[src/rtl/flash_boot_copier_pkg.sv]
// Shared definitions for the flash-to-SRAM boot copier.
// Holds the bus widths, the FSM state encoding, and a small state decode helper.
package flash_boot_copier_pkg;

  localparam int FLASH_AW = 22;  // flash halfword address width
  localparam int FLASH_DW = 16;  // flash data width (x16 mode)
  localparam int RAM_AW   = 20;  // SRAM word address width
  localparam int DW       = 32;  // SRAM data / checksum width
  localparam int IDX_W    = 21;  // word index; must hold COPY_WORDS up to 2^20
  localparam int CNT_W    = 16;  // wait counter width

  typedef enum logic [2:0] {
    ST_IDLE,
    ST_RPWAIT,
    ST_RD_LO,
    ST_RD_HI,
    ST_WR_SETUP,
    ST_WR_PULSE,
    ST_WR_HOLD,
    ST_DONE
  } state_e;

  // The copier owns both buses in every state except IDLE and DONE.
  function automatic logic is_copying(state_e s);
    return !(s == ST_IDLE || s == ST_DONE);
  endfunction

endpackage

[src/rtl/flash_boot_copier_if.sv]
// Flash and base-SRAM pin bundle driven by the boot copier.
// master: the copier (drives addresses, strobes, write data; reads flash data).
// slave : the memory side / bus mux (drives flash_data_in).
interface flash_boot_copier_if;
  import flash_boot_copier_pkg::*;

  logic [FLASH_AW-1:0] flash_address;
  logic [FLASH_DW-1:0] flash_data_in;
  logic                flash_ce_n;
  logic                flash_oe_n;
  logic                flash_we_n;
  logic                flash_byte_n;
  logic                flash_rp_n;
  logic [RAM_AW-1:0]   ram_addr;
  logic [DW-1:0]       ram_wdata;
  logic                ram_wdata_oe;
  logic                ram_ce_n;
  logic                ram_oe_n;
  logic                ram_we_n;

  modport master (
    output flash_address, flash_ce_n, flash_oe_n, flash_we_n, flash_byte_n, flash_rp_n,
    output ram_addr, ram_wdata, ram_wdata_oe, ram_ce_n, ram_oe_n, ram_we_n,
    input  flash_data_in
  );

  modport slave (
    input  flash_address, flash_ce_n, flash_oe_n, flash_we_n, flash_byte_n, flash_rp_n,
    input  ram_addr, ram_wdata, ram_wdata_oe, ram_ce_n, ram_oe_n, ram_we_n,
    output flash_data_in
  );
endinterface

[src/rtl/flash_boot_copier_wait_cnt.sv]
// Generic loadable down-counter used for the reset-pin wait, flash read access
// time and SRAM write pulse width.
// Ports: clk, rst_n (async active-low), load_i/load_val_i (load a count),
//        dec_i (count down, saturating at zero), zero_o (count is zero).
module flash_boot_copier_wait_cnt #(
  parameter int W = 16
) (
  input  logic         clk,
  input  logic         rst_n,
  input  logic         load_i,
  input  logic [W-1:0] load_val_i,
  input  logic         dec_i,
  output logic         zero_o
);
  logic [W-1:0] cnt_q;

  always_ff @(posedge clk or negedge rst_n) begin
    if (!rst_n) begin
      cnt_q <= '0;
    end else if (load_i) begin
      cnt_q <= load_val_i;
    end else if (dec_i && cnt_q != '0) begin
      cnt_q <= cnt_q - 1'b1;
    end
  end

  assign zero_o = (cnt_q == '0);
endmodule

[src/rtl/flash_boot_copier.sv]
// Boot-time copy engine: reads COPY_WORDS 32-bit words from the x16 NOR flash
// (low halfword first), writes them to base SRAM, then releases the CPU reset.
// Ports: clk, rst_n (async active-low); start (restart pulse, IDLE/DONE only);
//        auto_start (copy on first cycle after reset); own_bus/busy/done/
//        cpu_rst_n status; checksum (wrapping sum of copied words);
//        dbg_state (current FSM state); bus (flash + SRAM pins, master side).
// All bus-facing outputs are registered, decoded from the next state.
module flash_boot_copier
  import flash_boot_copier_pkg::*;
#(
  parameter logic [FLASH_AW-1:0] FLASH_BASE   = 22'h0,
  parameter logic [RAM_AW-1:0]   RAM_BASE     = 20'h0,
  parameter int unsigned         COPY_WORDS   = 1024,
  parameter int                  FLASH_RD_CYC = 6,
  parameter int                  RAM_WE_CYC   = 2,
  parameter int                  RP_WAIT_CYC  = 4
) (
  input  logic            clk,
  input  logic            rst_n,
  input  logic            start,
  input  logic            auto_start,
  output logic            own_bus,
  output logic            cpu_rst_n,
  output logic            busy,
  output logic            done,
  output logic [DW-1:0]   checksum,
  output state_e          dbg_state,
  flash_boot_copier_if.master bus
);
  // A state lasting N cycles loads N-1 on entry and leaves when the counter hits zero.
  localparam logic [CNT_W-1:0] RD_LOAD = CNT_W'((FLASH_RD_CYC > 1) ? FLASH_RD_CYC - 1 : 0);
  localparam logic [CNT_W-1:0] WE_LOAD = CNT_W'((RAM_WE_CYC   > 1) ? RAM_WE_CYC   - 1 : 0);
  localparam logic [CNT_W-1:0] RP_LOAD = CNT_W'((RP_WAIT_CYC  > 1) ? RP_WAIT_CYC  - 1 : 0);
  localparam logic [IDX_W-1:0] LAST_IDX = IDX_W'(COPY_WORDS - 1);

  state_e           state_q, state_d;
  logic [IDX_W-1:0] idx_q, idx_d;
  logic [DW-1:0]    word_q, word_d;
  logic [DW-1:0]    checksum_q, checksum_d;
  logic             first_q;     // high only on the first clock after reset
  logic             cnt_load, cnt_zero;
  logic [CNT_W-1:0] cnt_load_val;

  flash_boot_copier_wait_cnt #(.W(CNT_W)) u_wait_cnt (
    .clk       (clk),
    .rst_n     (rst_n),
    .load_i    (cnt_load),
    .load_val_i(cnt_load_val),
    .dec_i     (!cnt_load),
    .zero_o    (cnt_zero)
  );

  always_comb begin
    state_d    = state_q;
    idx_d      = idx_q;
    word_d     = word_q;
    checksum_d = checksum_q;
    case (state_q)
      ST_IDLE:     if ((auto_start && first_q) || start) state_d = ST_RPWAIT;
      ST_RPWAIT: begin
        idx_d      = '0;
        checksum_d = '0;
        if (cnt_zero) state_d = ST_RD_LO;
      end
      ST_RD_LO: if (cnt_zero) begin
        word_d[15:0] = bus.flash_data_in;
        state_d      = ST_RD_HI;
      end
      ST_RD_HI: if (cnt_zero) begin
        word_d[31:16] = bus.flash_data_in;
        state_d       = ST_WR_SETUP;
      end
      ST_WR_SETUP: state_d = ST_WR_PULSE;
      ST_WR_PULSE: if (cnt_zero) state_d = ST_WR_HOLD;
      ST_WR_HOLD: begin
        checksum_d = checksum_q + word_q;
        idx_d      = idx_q + 1'b1;
        state_d    = (idx_q == LAST_IDX) ? ST_DONE : ST_RD_LO;
      end
      ST_DONE:     if (start) state_d = ST_RPWAIT;
      default:     state_d = ST_IDLE;
    endcase
  end

  // Any state change reloads the wait counter with the length of the new state.
  always_comb begin
    cnt_load     = (state_d != state_q);
    cnt_load_val = '0;
    case (state_d)
      ST_RPWAIT:          cnt_load_val = RP_LOAD;
      ST_RD_LO, ST_RD_HI: cnt_load_val = RD_LOAD;
      ST_WR_PULSE:        cnt_load_val = WE_LOAD;
      default:            cnt_load_val = '0;
    endcase
  end

  always_ff @(posedge clk or negedge rst_n) begin
    if (!rst_n) begin
      state_q          <= ST_IDLE;
      idx_q            <= '0;
      word_q           <= '0;
      checksum_q       <= '0;
      first_q          <= 1'b1;
      own_bus          <= 1'b0;
      busy             <= 1'b0;
      done             <= 1'b0;
      cpu_rst_n        <= 1'b0;
      bus.flash_rp_n   <= 1'b0;
      bus.flash_ce_n   <= 1'b1;
      bus.flash_oe_n   <= 1'b1;
      bus.flash_address <= '0;
      bus.ram_addr     <= '0;
      bus.ram_wdata    <= '0;
      bus.ram_wdata_oe <= 1'b0;
      bus.ram_ce_n     <= 1'b1;
      bus.ram_we_n     <= 1'b1;
    end else begin
      state_q        <= state_d;
      idx_q          <= idx_d;
      word_q         <= word_d;
      checksum_q     <= checksum_d;
      first_q        <= 1'b0;
      own_bus        <= is_copying(state_d);
      busy           <= is_copying(state_d);
      done           <= (state_d == ST_DONE);
      cpu_rst_n      <= (state_d == ST_DONE);
      bus.flash_rp_n <= 1'b1;
      // CE/OE stay low across the LO->HI boundary; only the address LSB changes.
      bus.flash_ce_n <= !(state_d == ST_RD_LO || state_d == ST_RD_HI);
      bus.flash_oe_n <= !(state_d == ST_RD_LO || state_d == ST_RD_HI);
      if (state_d == ST_RD_LO) bus.flash_address <= FLASH_BASE + {idx_d, 1'b0};
      if (state_d == ST_RD_HI) bus.flash_address <= FLASH_BASE + {idx_d, 1'b1};
      // Address and data are latched once at setup and held through the hold cycle.
      if (state_d == ST_WR_SETUP) begin
        bus.ram_addr  <= RAM_BASE + idx_d[RAM_AW-1:0];
        bus.ram_wdata <= word_d;
      end
      bus.ram_wdata_oe <= (state_d == ST_WR_SETUP || state_d == ST_WR_PULSE ||
                           state_d == ST_WR_HOLD);
      bus.ram_ce_n     <= !(state_d == ST_WR_SETUP || state_d == ST_WR_PULSE ||
                            state_d == ST_WR_HOLD);
      bus.ram_we_n     <= !(state_d == ST_WR_PULSE);
    end
  end

  // Read-only x16 flash access; SRAM is never read by this block.
  assign bus.flash_we_n   = 1'b1;
  assign bus.flash_byte_n = 1'b1;
  assign bus.ram_oe_n     = 1'b1;

  assign checksum  = checksum_q;
  assign dbg_state = state_q;
endmodule

[src/flat_wrapper.sv]
// flat-port wrapper written by rule: the top's interface ports become plain ports
module flash_boot_copier_flat import flash_boot_copier_pkg::*;
#(
  parameter logic [FLASH_AW-1:0] FLASH_BASE   = 22'h0,
  parameter logic [RAM_AW-1:0]   RAM_BASE     = 20'h0,
  parameter int unsigned         COPY_WORDS   = 1024,
  parameter int                  FLASH_RD_CYC = 6,
  parameter int                  RAM_WE_CYC   = 2,
  parameter int                  RP_WAIT_CYC  = 4
)
  (clk, rst_n, start, auto_start, own_bus, cpu_rst_n, busy, done, checksum, dbg_state, bus_flash_address, bus_flash_ce_n, bus_flash_oe_n, bus_flash_we_n, bus_flash_byte_n, bus_flash_rp_n, bus_ram_addr, bus_ram_wdata, bus_ram_wdata_oe, bus_ram_ce_n, bus_ram_oe_n, bus_ram_we_n, bus_flash_data_in);
  flash_boot_copier_if bus_i ();
  input  logic clk;
  input  logic rst_n;
  input  logic start;
  input  logic auto_start;
  output logic own_bus;
  output logic cpu_rst_n;
  output logic busy;
  output logic done;
  output logic [DW-1:0] checksum;
  output state_e dbg_state;
  output wire logic [$bits(bus_i.flash_address)-1:0] bus_flash_address;
  output wire logic [$bits(bus_i.flash_ce_n)-1:0] bus_flash_ce_n;
  output wire logic [$bits(bus_i.flash_oe_n)-1:0] bus_flash_oe_n;
  output wire logic [$bits(bus_i.flash_we_n)-1:0] bus_flash_we_n;
  output wire logic [$bits(bus_i.flash_byte_n)-1:0] bus_flash_byte_n;
  output wire logic [$bits(bus_i.flash_rp_n)-1:0] bus_flash_rp_n;
  output wire logic [$bits(bus_i.ram_addr)-1:0] bus_ram_addr;
  output wire logic [$bits(bus_i.ram_wdata)-1:0] bus_ram_wdata;
  output wire logic [$bits(bus_i.ram_wdata_oe)-1:0] bus_ram_wdata_oe;
  output wire logic [$bits(bus_i.ram_ce_n)-1:0] bus_ram_ce_n;
  output wire logic [$bits(bus_i.ram_oe_n)-1:0] bus_ram_oe_n;
  output wire logic [$bits(bus_i.ram_we_n)-1:0] bus_ram_we_n;
  input wire logic [$bits(bus_i.flash_data_in)-1:0] bus_flash_data_in;
  assign bus_flash_address = bus_i.flash_address;
  assign bus_flash_ce_n = bus_i.flash_ce_n;
  assign bus_flash_oe_n = bus_i.flash_oe_n;
  assign bus_flash_we_n = bus_i.flash_we_n;
  assign bus_flash_byte_n = bus_i.flash_byte_n;
  assign bus_flash_rp_n = bus_i.flash_rp_n;
  assign bus_ram_addr = bus_i.ram_addr;
  assign bus_ram_wdata = bus_i.ram_wdata;
  assign bus_ram_wdata_oe = bus_i.ram_wdata_oe;
  assign bus_ram_ce_n = bus_i.ram_ce_n;
  assign bus_ram_oe_n = bus_i.ram_oe_n;
  assign bus_ram_we_n = bus_i.ram_we_n;
  assign bus_i.flash_data_in = bus_flash_data_in;
  flash_boot_copier #(.FLASH_BASE(FLASH_BASE), .RAM_BASE(RAM_BASE), .COPY_WORDS(COPY_WORDS), .FLASH_RD_CYC(FLASH_RD_CYC), .RAM_WE_CYC(RAM_WE_CYC), .RP_WAIT_CYC(RP_WAIT_CYC)) u_core (.clk(clk), .rst_n(rst_n), .start(start), .auto_start(auto_start), .own_bus(own_bus), .cpu_rst_n(cpu_rst_n), .busy(busy), .done(done), .checksum(checksum), .dbg_state(dbg_state), .bus(bus_i));
endmodule
[config.mk]
export PLATFORM = sky130hd
export DESIGN_NAME = flash_boot_copier_flat
export DESIGN_NICKNAME = d
export VERILOG_FILES = /design/src/rtl/flash_boot_copier_pkg.sv /design/src/rtl/flash_boot_copier_if.sv /design/src/rtl/flash_boot_copier_wait_cnt.sv /design/src/rtl/flash_boot_copier.sv /design/src/flat_wrapper.sv
export SDC_FILE = /design/constraint.sdc
export NUM_CORES = 1
export LEC_CHECK = 0
export BUFFER_PORTS_ARGS = -buffer_cell sky130_fd_sc_hd__buf_2
export CORE_ASPECT_RATIO = 2
export CORE_MARGIN = 8
export CORE_UTILIZATION = 45
export DETAILED_ROUTE_END_ITERATION = 8
export PLACE_DENSITY = 0.75
export SYNTH_ARGS = -nofsm -noshare
export SYNTH_HDL_FRONTEND = slang
export SYNTH_HIERARCHICAL = 1
export SYNTH_SLANG_ARGS = --single-unit
[constraint.sdc]
create_clock -name clk -period 3.3 [get_ports clk]
set_input_delay 0.66 -clock clk [delete_from_list [all_inputs] [get_ports clk]]
set_output_delay 0.66 -clock clk [all_outputs]
set_load 0.005 [all_outputs]
Yosys cells after proc, flatten, opt, wreduce, memory -nomap -nowiden
Cells that the tools add are included.
{"block": "classes", "add_sub_neg": 3, "eq_ne": 16, "muxes": 19, "n_reduce_logical": 20}
{"cell": "16-bit 2-to-1 mux", "n": 6}
{"cell": "32-bit case mux with 2 select lines", "n": 1}
{"cell": "22-bit 2-to-1 mux", "n": 2}
{"cell": "21-bit case mux with 2 select lines", "n": 1}
{"cell": "32-bit adder", "n": 1}
{"cell": "3-bit equality test, second input constant", "n": 8}
{"cell": "3-bit case mux with 8 select lines", "n": 1}
{"cell": "21-bit by 1-bit adder with 21-bit output, second input constant", "n": 1}
{"cell": "21-bit by 10-bit equality test with 1-bit output, second input constant", "n": 1}
{"cell": "3-bit 2-to-1 mux", "n": 7}
{"cell": "16-bit logical NOT", "n": 1}
{"cell": "16-bit nonzero test", "n": 1}
{"cell": "16-bit by 1-bit subtractor with 16-bit output, second input constant", "n": 1}
{"cell": "3-bit by 2-bit equality test with 1-bit output, second input constant", "n": 4}
{"cell": "3-bit case mux with 3 select lines", "n": 1}
{"cell": "3-bit by 1-bit equality test with 1-bit output, second input constant", "n": 2}
{"cell": "3-bit logical NOT", "n": 2}
{"cell": "2-bit nonzero test", "n": 3}
{"cell": "1-bit logical NOT", "n": 5}
{"cell": "1-bit logical OR", "n": 5}
{"cell": "3-bit != test", "n": 1}
{"cell": "1-bit logical AND", "n": 2}
{"cell": "2-bit OR reduction", "n": 1}
{"block": "word_totals", "register_bits": 186, "input_bits": 20, "out_inout_bits": 122, "wordCells": 74}

Depth between registers and ports, before layout
Gate-level depths: netlist (run 1).
{"block": "depth", "word_depth": 9, "ltp_mapped": 17, "ltp_nobuf": 15}

Modules after synthesis
Netlist (run 1), hierarchy kept.
{"module": "flash_boot_copier", "instances": 1, "cells_each": 864, "area_each_um2": 8204.1, "seq_area_each_um2": 4259.1}
{"module": "flash_boot_copier_wait_cnt", "instances": 1, "cells_each": 124, "area_each_um2": 1063.5, "seq_area_each_um2": 400.4}

Least setup slack after synthesis (run 1)
No wires, ideal clock.
{"block": "synth_path", "path_type": "reg-to-reg", "from": "register u_core.state_q[1] (netlist: u_core/dbg_state[1])", "to": "register u_core.u_wait_cnt.cnt_q[11]", "setup_ps": 82, "arrival_ps": 3103, "required_ps": 3218, "slack_ps": 115, "stages_incl_launch_ff": 14, "path_buffers": 0, "period_less_slack_ps": 3185, "cell_sequence": "dfrtp_1 nor2b_1 and2_2 nand3_2 nor2_4 nand4_2 nor2b_1 inv_1 a21oi_1 a211oi_1 nor4b_1 nand2_1 or4_1 a31oi_1"}
{"block": "synth_via", "elab_chain_len": 6, "elab_cells_between_ends": 20, "classes_between": "eq/ne (8); mux (8); reduce/logical (4)"}
{"item": "from (decl)", "line": "flash_boot_copier.sv:36", "source": "state_e state_q, state_d;"}
{"item": "from (signal assigned)", "line": "flash_boot_copier.sv:118", "source": "state_q <= state_d;"}
{"item": "3-bit equality test, or another cell as far along", "line": "flash_boot_copier.sv:58", "source": "case (state_q)"}
{"item": "3-bit case mux with 8 select lines", "line": "flash_boot_copier.sv:58"}
{"item": "3-bit != test *", "line": "flash_boot_copier.sv:87", "source": "cnt_load = (state_d != state_q);"}
{"item": "1-bit logical NOT", "line": "flash_boot_copier.sv:49", "source": ".dec_i (!cnt_load),"}
{"item": "1-bit logical AND", "line": "flash_boot_copier_wait_cnt.sv:22", "source": "end else if (dec_i && cnt_q != '0) begin"}
{"item": "2-bit nonzero test (no source line)"}
{"item": "to (signal assigned)", "line": "flash_boot_copier_wait_cnt.sv:21", "source": "cnt_q <= load_val_i;"}
{"item": "to (signal assigned)", "line": "flash_boot_copier_wait_cnt.sv:23", "source": "cnt_q <= cnt_q - 1'b1;"}
{"item": "to (decl)", "line": "flash_boot_copier_wait_cnt.sv:15", "source": "logic [W-1:0] cnt_q;"}
Mark *: on every way between the ends. The rest lies on a longest branch, timed or not.
A chain may end at the register's enable or synchronous reset.

Final worst setup path (run 1)
{"block": "layout_path", "from": "register u_core.u_wait_cnt.cnt_q[0]", "to": "register u_core.u_wait_cnt.cnt_q[5]"}
{"block": "layout_via", "elab_chain_len": 7, "elab_cells_between_ends": 14, "classes_between": "add/sub (1); eq/ne (1); mux (7); reduce/logical (5)"}
{"item": "16-bit logical NOT *", "line": "flash_boot_copier_wait_cnt.sv:27", "source": "assign zero_o = (cnt_q == '0);"}
{"item": "via u_core.cnt_zero", "line": "flash_boot_copier.sv:41", "source": "logic cnt_load, cnt_zero;"}
{"item": "3-bit 2-to-1 mux, on equally long branches"}
{"item": "3-bit case mux with 8 select lines *", "line": "flash_boot_copier.sv:58"}
{"item": "3-bit != test *", "line": "flash_boot_copier.sv:87"}
{"item": "1-bit logical NOT", "line": "flash_boot_copier.sv:49"}
{"item": "1-bit logical AND", "line": "flash_boot_copier_wait_cnt.sv:22"}
{"item": "2-bit nonzero test (no source line)"}
Mark *: on every way through the listed nets, which the timed path passes. The rest lies on a longest branch. The select of a mux whose other input is x is not followed.

==> summary.md, run 1 <==
| Metric | Value |
|---|---|
| # rows | 74 |
| Total gr overflow | 0 |
| RSZ-0062 raised after global routing | true |
| Core box area | 20300 sq um |
| Worst reg2reg path startpoint | u_core/u_wait_cnt/cnt_q[0] |
| Hold Buf Count CTS | 0 |
| Min cycle time layout | 3100 ps |
| First-pass GRT wire length | 41600 microns |
| Peak Freq | 323 MHz |
| Vias per Instance | 5.40 |
| Detailed placement HPWL | 19800 microns |
| Worst VDD drop | 0.404 mV |
| Boundary pin count | 142 |
| Die area | 25700 sq um |
| Yosys reg bits | 186 |
| Clock skew after layout | 6.34 ps |
| Post-Synthesis Cells | 988 |
| Clk Tree Root Cell | clkbuf_16 |
| Hold WC Path Type | primary input to async pin |
| Final non-filler cell total | 1420 |
| Clock buffer depth | 2 |
| Max Cap Viol | 0 |
| N_diodes | 0 |
| Post-DRT Antenna Nets | 0 |
| Port Buffers | 138 |
| Ys async rst share | 100% |
| Final setup viols | 0 |
| Hold_ws | 252 ps |
| Commonest non-fill, non-tap cells in the layout | nand2_1, dfrtp_1, buf_2 |
| Crit-path cells | inv_1, ha_1, nor4b_2, nand4_1, inv_1, nand2b_1, a32o_1, a21oi_1, a211oi_2, buf_4, or4b_1, o31a_1, a21oi_1, o21ai_1 |
| Final wirelength | 26000 microns |
| Reg2Reg Depth | 14 |
| Worst path slowest cell | or4b_1 |
| Run status | completed |
| Chip width | 117 microns |
| Slew Limit Fails | 0 |
| Nets | 1195 |
| DIE HEIGHT | 219 microns |
| Buffers and inverters on the worst path | 3 |
| First-pass DRT Iterations | 4 |
| Crit path arrival time | 3430 ps |
| DR vias | 7674 |
| Iter 0 DRT Violations | 427 |
| Layout cell share with drive strength beyond 1 | 21.6% |
| Routed wire per std cell | 18.3 microns |
| Filler Cells Inserted | 1864 |
| Crit start category | register |
| Post-synth EDFFs | 0 |
| Pleak | 5.56 nW |
| Critical path fanouts, max | 5 |
| Synth Cell Area | 9270 sq um |
| Final hold vios | 0 |
| Placed Cells | 1388 |
| Max incr delay on CP | 530 ps |
| Area growth syn-to-layout | 18.6% |
| Vias in the first global route | 8025 |
| CTS tree | done |
| Initial antenna violation count | 0 |
| Commonest non-fill, non-tap cell in the layout | nand2_1 |
| CP delay by family, top | compound AO/OA/AOI/OAI gates |
| Largest net degree at the start of global routing | 80 |
| Routability-driven placement congestion ratio | 0.918 |
| DR DRC count | 0 |
| Sequential area share after synthesis | 50.3% |
| Clk pin slew, worst setup/hold paths | 70 ps |
| Starting Density | 45.7% |
| Main synth FF type | dfrtp_1 |
| Number of library cell types mapped by synthesis | 74 |
| Power Dens Cells | 477 nW/um^2 |
| Relative slew margins | 55.5% |
| Worst slew pin tran | 667 ps |
| End of the worst register-to-register path | u_core/u_wait_cnt/cnt_q[5] |
| # H-tree levels | 4 |
| Worst EP required | 3630 ps |
| GRT Total Usage | 20.7% |
| Mapped Avg Cell Area | 9.38 sq um |
| CP Class | register to register |
| CTS sink count | 186 |
| R2R setup slack | 200 ps |
| Worst skew pair latency | 440 ps |
| Cts bufs inserted | 17 |
| Period utilisation layout | 94.0% |
| Yosys warns | 6 |
| Critical path endpoint category | register |
worst max-delay path by stage:
stage	start	to	depth (start not counted)
2_1_floorplan	u_core/dbg_state[1]	u_core/u_wait_cnt/cnt_q[11]	13
3_3_place_gp	u_core/u_wait_cnt/cnt_q[0]	u_core/u_wait_cnt/cnt_q[11]	13
3_5_place_dp	u_core/u_wait_cnt/cnt_q[0]	u_core/u_wait_cnt/cnt_q[8]	14
4_1_cts	u_core/u_wait_cnt/cnt_q[0]	u_core/u_wait_cnt/cnt_q[8]	14
5_1_grt	u_core/u_wait_cnt/cnt_q[0]	u_core/u_wait_cnt/cnt_q[8]	14
6_report	u_core/u_wait_cnt/cnt_q[0]	u_core/u_wait_cnt/cnt_q[5]	14
sequential cells by signal, indices dropped and copies added (netlist names):
name / cells
u_core/bus.ram_wdata: 32
u_core/checksum: 32
u_core/word_q: 32
u_core/bus.flash_address: 22
u_core/idx_q: 21
u_core/bus.ram_addr: 20
u_core/u_wait_cnt/cnt_q: 16
u_core/dbg_state: 3
u_core/bus.flash_oe_n: 1
u_core/bus.flash_rp_n: 1
u_core/bus.ram_ce_n: 1
u_core/bus.ram_wdata_oe: 1
u_core/bus.ram_we_n: 1
u_core/busy: 1
u_core/done: 1
u_core/first_q: 1
timing repair:
| item | in CTS | in global routing |
|---|---|---|
| resized for setup | 0 | 4 |
| setup endpoints to repair | 0 | 19 |
| setup buffers | 0 | 0 |
report_power, final:
part	switching [mW]	leakage (nW)	internal [mW]	total [mW]
Clock	0.937	0.289	1.13	2.07
Combinational	0.319	3.02	0.250	0.569
Sequential	0.186	2.25	2.42	2.60
worst reg2reg max path: cells and delay by family (launching register included):
kind	cells	cell delay, ps
compound gates	6	1040
simple gates	4	1000
flops	1	380
buf+inv	3	350
fa+ha+maj	1	230
per-layer routing:
| layer | vias to the layer above | global-route usage [%] | wire [microns] |
|---|---|---|---|
| met5 | - | 0 | 0 |
| met4 | 0 | 16.8 | 1810 |
| met3 | 76 | 4.17 | 1110 |
| met2 | 205 | 38.6 | 14300 |
| met1 | 3700 | 19.0 | 8750 |
| li1 | 3693 | - | - |
synth_stat cells, drive strengths merged, types with 5 or more instances:
| cell | number | area share, % |
|---|---|---|
| o21a | 9 | 0.73 |
| nor3 | 11 | 0.65 |
| nand3 | 21 | 1.2 |
| nor2b | 10 | 0.68 |
| o21ai | 77 | 4.2 |
| a22o | 7 | 0.66 |
| o21bai | 8 | 0.65 |
| or4 | 5 | 0.41 |
| a21o | 18 | 1.5 |
| and3 | 9 | 0.66 |
| and2 | 8 | 0.55 |
| inv | 33 | 1.3 |
| mux2 | 26 | 3.2 |
| ha | 33 | 4.5 |
| xor2 | 14 | 1.3 |
| nand4 | 10 | 0.74 |
| clkbuf | 35 | 1.4 |
| o211ai | 6 | 0.54 |
| or3 | 5 | 0.34 |
| o41ai | 5 | 0.76 |
| buf | 11 | 0.80 |
| nand2 | 232 | 9.4 |
| a21oi | 65 | 3.6 |
| xnor2 | 16 | 1.5 |
| a211oi | 7 | 0.76 |
| a31oi | 11 | 0.74 |
| nor4 | 9 | 0.68 |
| nor2 | 61 | 2.6 |
| dfrtp | 182 | 49 |
through the flow:
stage	power, mW	worst slack, ps	util (%)	TNS, ps	area [sq um]
floorplan	2.95	115	-	0	9330
global placement	3.18	243	51.2	0	10400
detailed placement	3.20	171	51.2	0	10400
CTS	5.29	150	54.1	0	11000
global route	5.48	-30.3	54.2	-46.5	11000
finish	5.24	199	54.2	0	11000
cells by family (layout without fill, tap and decap cells):
logic type | after synthesis | in the layout | synth area share, %
AO/OA/AOI/OAI | 229 | 229 | 15.6
XOR/XNOR | 30 | 30 | 2.84
adder cells (fa/ha/maj) | 34 | 34 | 4.67
buffers and inverters | 79 | 229 | 3.55
flip-flops | 186 | 186 | 50.3
multiplexers | 30 | 30 | 3.59
other | 2 | 18 | 0.0810
AND/OR/NAND/NOR | 398 | 398 | 19.4
layout make-up:
type                            instances  area, sq um  area share (%)
Sequential cell                       186         4660            42.4
Multi-Input combinational cell        739         4370            39.7
Timing Repair Buffer                  164          920            8.36
Clock buffer                           17          425            3.87
Tap cell                              266          333            3.03
Clock inverter                         15          166            1.51
Inverter                               33          124            1.13
Power figures use the tool's default switching activity.
==> inputs of run 2 (changes only) <==
--- a/config.mk
+++ b/config.mk
@@ -5,12 +5,13 @@
 export SDC_FILE = /design/constraint.sdc
 export NUM_CORES = 1
 export LEC_CHECK = 0
-export BUFFER_PORTS_ARGS = -buffer_cell sky130_fd_sc_hd__buf_2
+export BUFFER_PORTS_ARGS = -buffer_cell sky130_fd_sc_hd__buf_4
 export CORE_ASPECT_RATIO = 2
 export CORE_MARGIN = 8
-export CORE_UTILIZATION = 45
+export CORE_UTILIZATION = 30
 export DETAILED_ROUTE_END_ITERATION = 8
-export PLACE_DENSITY = 0.75
+export GPL_TIMING_DRIVEN = 0
+export PLACE_DENSITY = 0.56
 export SYNTH_ARGS = -nofsm -noshare
 export SYNTH_HDL_FRONTEND = slang
 export SYNTH_HIERARCHICAL = 1
==> run 2 against run 1 <==
Effect of this change:
- hold slack worse by 47 ps
- sequential power is essentially flat
- core utilization down 16 points
- critical path depth unchanged
- design area rose by 5.7%
- via count up 2.0%
- global-route usage is 5.7 points lower
- critical path type unchanged
==> summary.md, run 2 (same netlist as run 1, synthesis figures left out) <==
| Metric | Value |
|---|---|
| Run status | completed (unchanged) |
| Area growth syn-to-layout | 25.4% (was 18.6%) |
| Critical path fanouts, max | 5 (unchanged) |
| Worst VDD drop | 0.345 mV (was 0.404 mV) |
| Peak Freq | 317 MHz (was 323 MHz) |
| Detailed placement HPWL | 20700 microns (was 19800 microns) |
| Clock skew after layout | 12.3 ps (was 6.34 ps) |
| First-pass GRT wire length | 44000 microns (was 41600 microns) |
| Max Cap Viol | 0 (unchanged) |
| Chip width | 140 microns (was 117 microns) |
| Largest net degree at the start of global routing | 104 (was 80) |
| Boundary pin count | 142 (unchanged) |
| Slew Limit Fails | 0 (unchanged) |
| CP Class | register to register (unchanged) |
| Routability-driven placement congestion ratio | 0.855 (was 0.918) |
| GRT Total Usage | 15.0% (was 20.7%) |
| Die area | 37100 sq um (was 25700 sq um) |
| Hold Buf Count CTS | 0 (unchanged) |
| Clock buffer depth | 2 (unchanged) |
| Total gr overflow | 0 (unchanged) |
| Initial antenna violation count | 1 (was 0) |
| Vias in the first global route | 7865 (was 8025) |
| Post-Route M1 WL | 12300 microns (was 8750 microns) |
| DIE HEIGHT | 265 microns (was 219 microns) |
| Crit start category | register (unchanged) |
| # H-tree levels | 4 (unchanged) |
| Worst EP required | 3640 ps (was 3630 ps) |
| DR DRC count | 0 (unchanged) |
| Iter 0 DRT Violations | 434 (was 427) |
| Nets | 1225 (was 1195) |
| Routed wl met2 | 12600 microns (was 14300 microns) |
| Routed wire per std cell | 17.5 microns (was 18.3 microns) |
| Period utilisation layout | 95.5% (was 94.0%) |
| Post-Place Worst Slack | -1080 ps (was 171 ps) |
| Pleak | 5.69 nW (was 5.56 nW) |
| Port Buffers | 138 (unchanged) |
| Cts bufs inserted | 17 (unchanged) |
| Critical path endpoint category | register (unchanged) |
| Layout cell share with drive strength beyond 1 | 21.8% (was 21.6%) |
| Worst slew pin tran | 663 ps (was 667 ps) |
| Core box area | 30600 sq um (was 20300 sq um) |
| Routed length on met3 | 1800 microns (was 1110 microns) |
| Commonest non-fill, non-tap cell in the layout | nand2_1 (unchanged) |
| Worst Slack Setup Final | 149 ps (was 199 ps) |
| Post-DRT Antenna Nets | 0 (unchanged) |
| N_diodes | 0 (unchanged) |
| DR vias | 7830 (was 7674) |
| CTS tree | done (unchanged) |
| CTS sink count | 186 (unchanged) |
| Top Layer Used | met5 (was met4) |
| Worst skew pair latency | 450 ps (was 440 ps) |
| Vias per Instance | 5.03 (was 5.40) |
| Hold WC Path Type | primary input to async pin (unchanged) |
| # rows | 91 (was 74) |
| Crit path arrival time | 3490 ps (was 3430 ps) |
| Starting Density | 30.3% (was 45.7%) |
| Placed inst area | 10900 sq um (was 10400 sq um) |
| Commonest non-fill, non-tap cells in the layout | nand2_1, dfrtp_1, buf_4 (was nand2_1, dfrtp_1, buf_2) |
| Final wirelength | 27200 microns (was 26000 microns) |
| Final hold vios | 0 (unchanged) |
| Relative slew margins | 55.8% (was 55.5%) |
| Min cycle time layout | 3150 ps (was 3100 ps) |
| Final setup viols | 0 (unchanged) |
| First-pass DRT Iterations | 5 (was 4) |
| Fin area | 11600 sq um (was 11000 sq um) |
| Clk pin slew, worst setup/hold paths | 70 ps (about the same) |
| Power Dens Cells | 451 nW/um^2 (was 477 nW/um^2) |
| Clk Tree Root Cell | clkbuf_16 (unchanged) |
==> run 2: cell types whose count changed in the layout (fill, tap and decap cells not counted), moves of 3 or more <==
cell | before | now
buf_4 | 24 | 153
buf_2 | 137 | 3
inv_8 | 1 | 4
clkbuf_2 | 0 | 5
clkbuf_1 | 0 | 28
==> run 2: critical path: stages (launching register included) <==
cell and delay, ps:
dfrtp_1 420, inv_1 90, ha_1 260, nor4b_4 160
nand4_1 170, inv_2 100, nand2b_4 110, a32o_1 230
a21oi_1 100, a211oi_2 300, buf_4 170, or4b_4 490
o31a_1 260, a21oi_1 110, o21ai_1 70
==> run 2: what timing repair did <==
item,in CTS,in global routing
endpoints found under the setup margin,104,58
setup buffers,5,5
pin swaps,3,3
resized for setup,12,23
==> run 2: layout make-up <==
cell class | count | area (sq um)
clock buffers | 17 | 425
repair buffers | 149 | 1150
fillers | 3039 | 19000
inverters | 33 | 124
flip-flops and latches | 186 | 4660
well taps | 372 | 465
multi-input cells | 739 | 4450
clock inverters | 15 | 135
plain buffers | 45 | 209
==> run 2: where the power goes <==
group / leakage [nW] / total [mW] / switching [mW] / internal (mW)
registers: 2.25 / 2.60 / 0.186 / 2.42
logic: 3.17 / 0.657 / 0.360 / 0.297
clock network: 0.274 / 1.98 / 0.989 / 0.993
==> run 2: final timing paths <==
check / start / to / slack [ps] / cells after the start
max: u_core/u_wait_cnt/cnt_q[0] / u_core/u_wait_cnt/cnt_q[5] / 150 / 14
min: rst_n / u_core/checksum[11] / 210 / 1
max reg2reg: u_core/u_wait_cnt/cnt_q[0] / u_core/u_wait_cnt/cnt_q[5] / 150 / 14
min reg2reg: u_core/bus.ram_wdata[25] / u_core/bus.ram_wdata[25] / 490 / 2
max in group asynchronous: rst_n / u_core/idx_q[15] / 2140 / 2
min in group clk: bus_flash_data_in[2] / u_core/word_q[18] / 460 / 3
==> run 2: through the flow <==
stage	TNS [ps]	power [mW]	hold slack, ps	instances	utilization (%)
detailed placement	-54430	3.24	466	1515	35.5
global route	-44.3	5.52	252	1556	37.9
floorplan	0	2.95	364	1004	-
global placement	-46570	3.21	460	1514	35.4
finish	0	5.24	205	1556	37.9
CTS	-12.1	5.27	217	1551	37.6
==> run 2: layer usage <==
metal	GRT usage, %	vias to the layer above
li1	-	3765
met1	19.5	3818
met2	23.2	217
met3	4.13	28
met4	5.67	2
met5	0	-
==> inputs of run 3 (changes only) <==
--- a/config.mk
+++ b/config.mk
@@ -8,10 +8,10 @@
 export BUFFER_PORTS_ARGS = -buffer_cell sky130_fd_sc_hd__buf_4
 export CORE_ASPECT_RATIO = 2
 export CORE_MARGIN = 8
-export CORE_UTILIZATION = 30
+export CORE_UTILIZATION = 52
 export DETAILED_ROUTE_END_ITERATION = 8
 export GPL_TIMING_DRIVEN = 0
-export PLACE_DENSITY = 0.56
+export PLACE_DENSITY = 0.84
 export SYNTH_ARGS = -nofsm -noshare
 export SYNTH_HDL_FRONTEND = slang
 export SYNTH_HIERARCHICAL = 1
==> run 3 against run 2 <==
Effect of this change:
- combinational power rose by 6.8%
- die area is 39% lower
- first-iteration DRC count up 1.6%
- wire length is 4.9% lower
- maximum frequency decreased by 0.62%
- via count increased by 2.5%
- design area fell by 1.2%
- sequential power barely moved
- sequential share of layout area rose by 0.52 points
- non-clock buffer count up 6
- critical path type unchanged
==> summary.md, run 3 (same netlist as run 1, synthesis figures left out) <==
| Metric | Value |
|---|---|
| Clk pin slew, worst setup/hold paths | 60 ps (was 70 ps) |
| Power Total | 5.28 mW (was 5.24 mW) |
| Commonest non-fill, non-tap cell in the layout | nand2_1 (unchanged) |
| Worst slew pin tran | 694 ps (was 663 ps) |
| Pleak | 5.72 nW (was 5.69 nW) |
| First-pass GRT wire length | 42300 microns (was 44000 microns) |
| Filler Cells Inserted | 1406 (was 3039) |
| Iter 0 DRT Violations | 441 (was 434) |
| Max Cap Viol | 0 (unchanged) |
| CTS sink count | 186 (unchanged) |
| Peak Freq | 315 MHz (was 317 MHz) |
| Routability-driven placement congestion ratio | 0.914 (was 0.855) |
| CP delay by family, top | simple AND/OR/NAND/NOR gates (was compound AO/OA/AOI/OAI gates) |
| Cts bufs inserted | 17 (unchanged) |
| Clock buffer depth | 2 (unchanged) |
| Chip width | 110 microns (was 140 microns) |
| Worst EP required | 3610 ps (was 3640 ps) |
| Post-DRT Antenna Nets | 0 (unchanged) |
| Critical path endpoint category | register (unchanged) |
| Crit start category | register (unchanged) |
| Buffers and inverters on the worst path | 2 (was 3) |
| Worst VDD drop | 0.332 mV (was 0.345 mV) |
| DIE HEIGHT | 205 microns (was 265 microns) |
| Run status | completed (unchanged) |
| Initial antenna violation count | 0 (was 1) |
| Crit path arrival time | 3480 ps (was 3490 ps) |
| Total gr overflow | 0 (unchanged) |
| Boundary pin count | 142 (unchanged) |
| Slew Limit Fails | 0 (unchanged) |
| DR DRC count | 0 (unchanged) |
| Hold WC Path Type | primary input to async pin (unchanged) |
| Final setup viols | 0 (unchanged) |
| Final wirelength | 25900 microns (was 27200 microns) |
| # rows | 69 (was 91) |
| Port Buffers | 138 (unchanged) |
| Fin Setup TNS | 0 ps (unchanged) |
| CP Class | register to register (unchanged) |
| Critical path fanouts, max | 8 (was 5) |
| Routed wire per std cell | 18.5 microns (was 17.5 microns) |
| Core box area | 17600 sq um (was 30600 sq um) |
| Area growth syn-to-layout | 23.8% (was 25.4%) |
| Max incr delay on CP | 560 ps (was 490 ps) |
| Starting Density | 52.6% (was 30.3%) |
| Die area | 22600 sq um (was 37100 sq um) |
| DR vias | 8023 (was 7830) |
| Commonest non-fill, non-tap cells in the layout | nand2_1, dfrtp_1, buf_4 (unchanged) |
| Clock skew after layout | 11.3 ps (was 12.3 ps) |
| RSZ-0062 raised after global routing | true |
| Power Dens Cells | 460 nW/um^2 (was 451 nW/um^2) |
| Layout cell share with drive strength beyond 1 | 22.0% (was 21.8%) |
| Worst skew pair latency | 440 ps (was 450 ps) |
| Fin util | 65.1% (was 37.9%) |
| Nets | 1231 (was 1225) |
| Vias in the first global route | 8239 (was 7865) |
| Vias per Instance | 5.72 (was 5.03) |
| Crit-path cells | nor3_1, nand4_1, inv_2, nand2b_4, a32o_1, a21oi_1, a211oi_2, and4bb_2, buf_4, and2_1, a22oi_1, o21ai_1 (was inv_1, ha_1, nor4b_4, nand4_1, inv_2, nand2b_4, a32o_1, a21oi_1, a211oi_2, buf_4, or4b_4, o31a_1, a21oi_1, o21ai_1) |
| N_diodes | 0 (unchanged) |
| Worst path slowest cell | nor3_1 (was or4b_4) |
| Clk Tree Root Cell | clkbuf_16 (unchanged) |
| Largest net degree at the start of global routing | 114 (was 104) |
| Min cycle time layout | 3170 ps (was 3150 ps) |
| First-pass DRT Iterations | 6 (was 5) |
| Final non-filler cell total | 1402 (was 1556) |
| Detailed placement HPWL | 18800 microns (was 20700 microns) |
| # H-tree levels | 4 (unchanged) |
| Placed Cells | 1356 (was 1515) |
| Period utilisation layout | 96.1% (was 95.5%) |
| Final hold vios | 0 (unchanged) |
| GRT Total Usage | 22.8% (was 15.0%) |
| Relative slew margins | 53.7% (was 55.8%) |
| CTS tree | done (unchanged) |
## run 3: report_power, final
group | internal (mW) | switching [mW]
Sequential | 2.42 | 0.184
Clock | 1.08 | 0.887
Combinational | 0.315 | 0.386
Total | 3.82 | 1.46
## run 3: cell type report
| class | count | area, sq um | area share (%) |
|---|---|---|---|
| well taps | 213 | 267 | 2.32 |
| repair buffers | 155 | 1190 | 10.4 |
| multi-input cells | 739 | 4450 | 38.8 |
| flip-flops and latches | 186 | 4660 | 40.6 |
| plain buffers | 45 | 206 | 1.80 |
| clock inverters | 12 | 116 | 1.01 |
| clock buffers | 19 | 453 | 3.95 |
| inverters | 33 | 124 | 1.08 |
## run 3: final timing paths
path / start / to / slack, ps / cells after the start
max: u_core/u_wait_cnt/cnt_q[4] / u_core/u_wait_cnt/cnt_q[6] / 130 / 12
min reg2reg: u_core/bus.ram_wdata[22] / u_core/bus.ram_wdata[22] / 480 / 2
max reg2reg: u_core/u_wait_cnt/cnt_q[4] / u_core/u_wait_cnt/cnt_q[6] / 130 / 12
min: rst_n / u_core/checksum[15] / 180 / 1
min in group clk: bus_flash_data_in[2] / u_core/word_q[18] / 470 / 3
max in group asynchronous: rst_n / u_core/idx_q[17] / 2190 / 2
## run 3: repair_timing
action	CTS	global route
setup buffers	5	11
cloned	0	0
endpoints found under the setup margin	98	46
pin swaps	3	3
gates resized for setup	15	16
hold buffers	0	0
hold endpoints to repair	0	0
## run 3: layer usage
layer  vias to the layer above  track usage, %  part of all wire, %
li1                       3770               -                    -
met1                      3885            27.5                   41
met2                       318            37.9                   49
met3                        50            6.27                  7.5
met4                         0            8.64                  2.2
met5                         -               0                    0
## run 3: metrics by stage
step	cell area (sq um)	worst slack, ps	hold WS, ps
after floorplan	9330	115	364
after global placement	10600	-862	463
after detailed placement	10700	-970	465
after CTS	11300	31.2	194
after global routing	11500	-53.9	212
final	11500	129	177
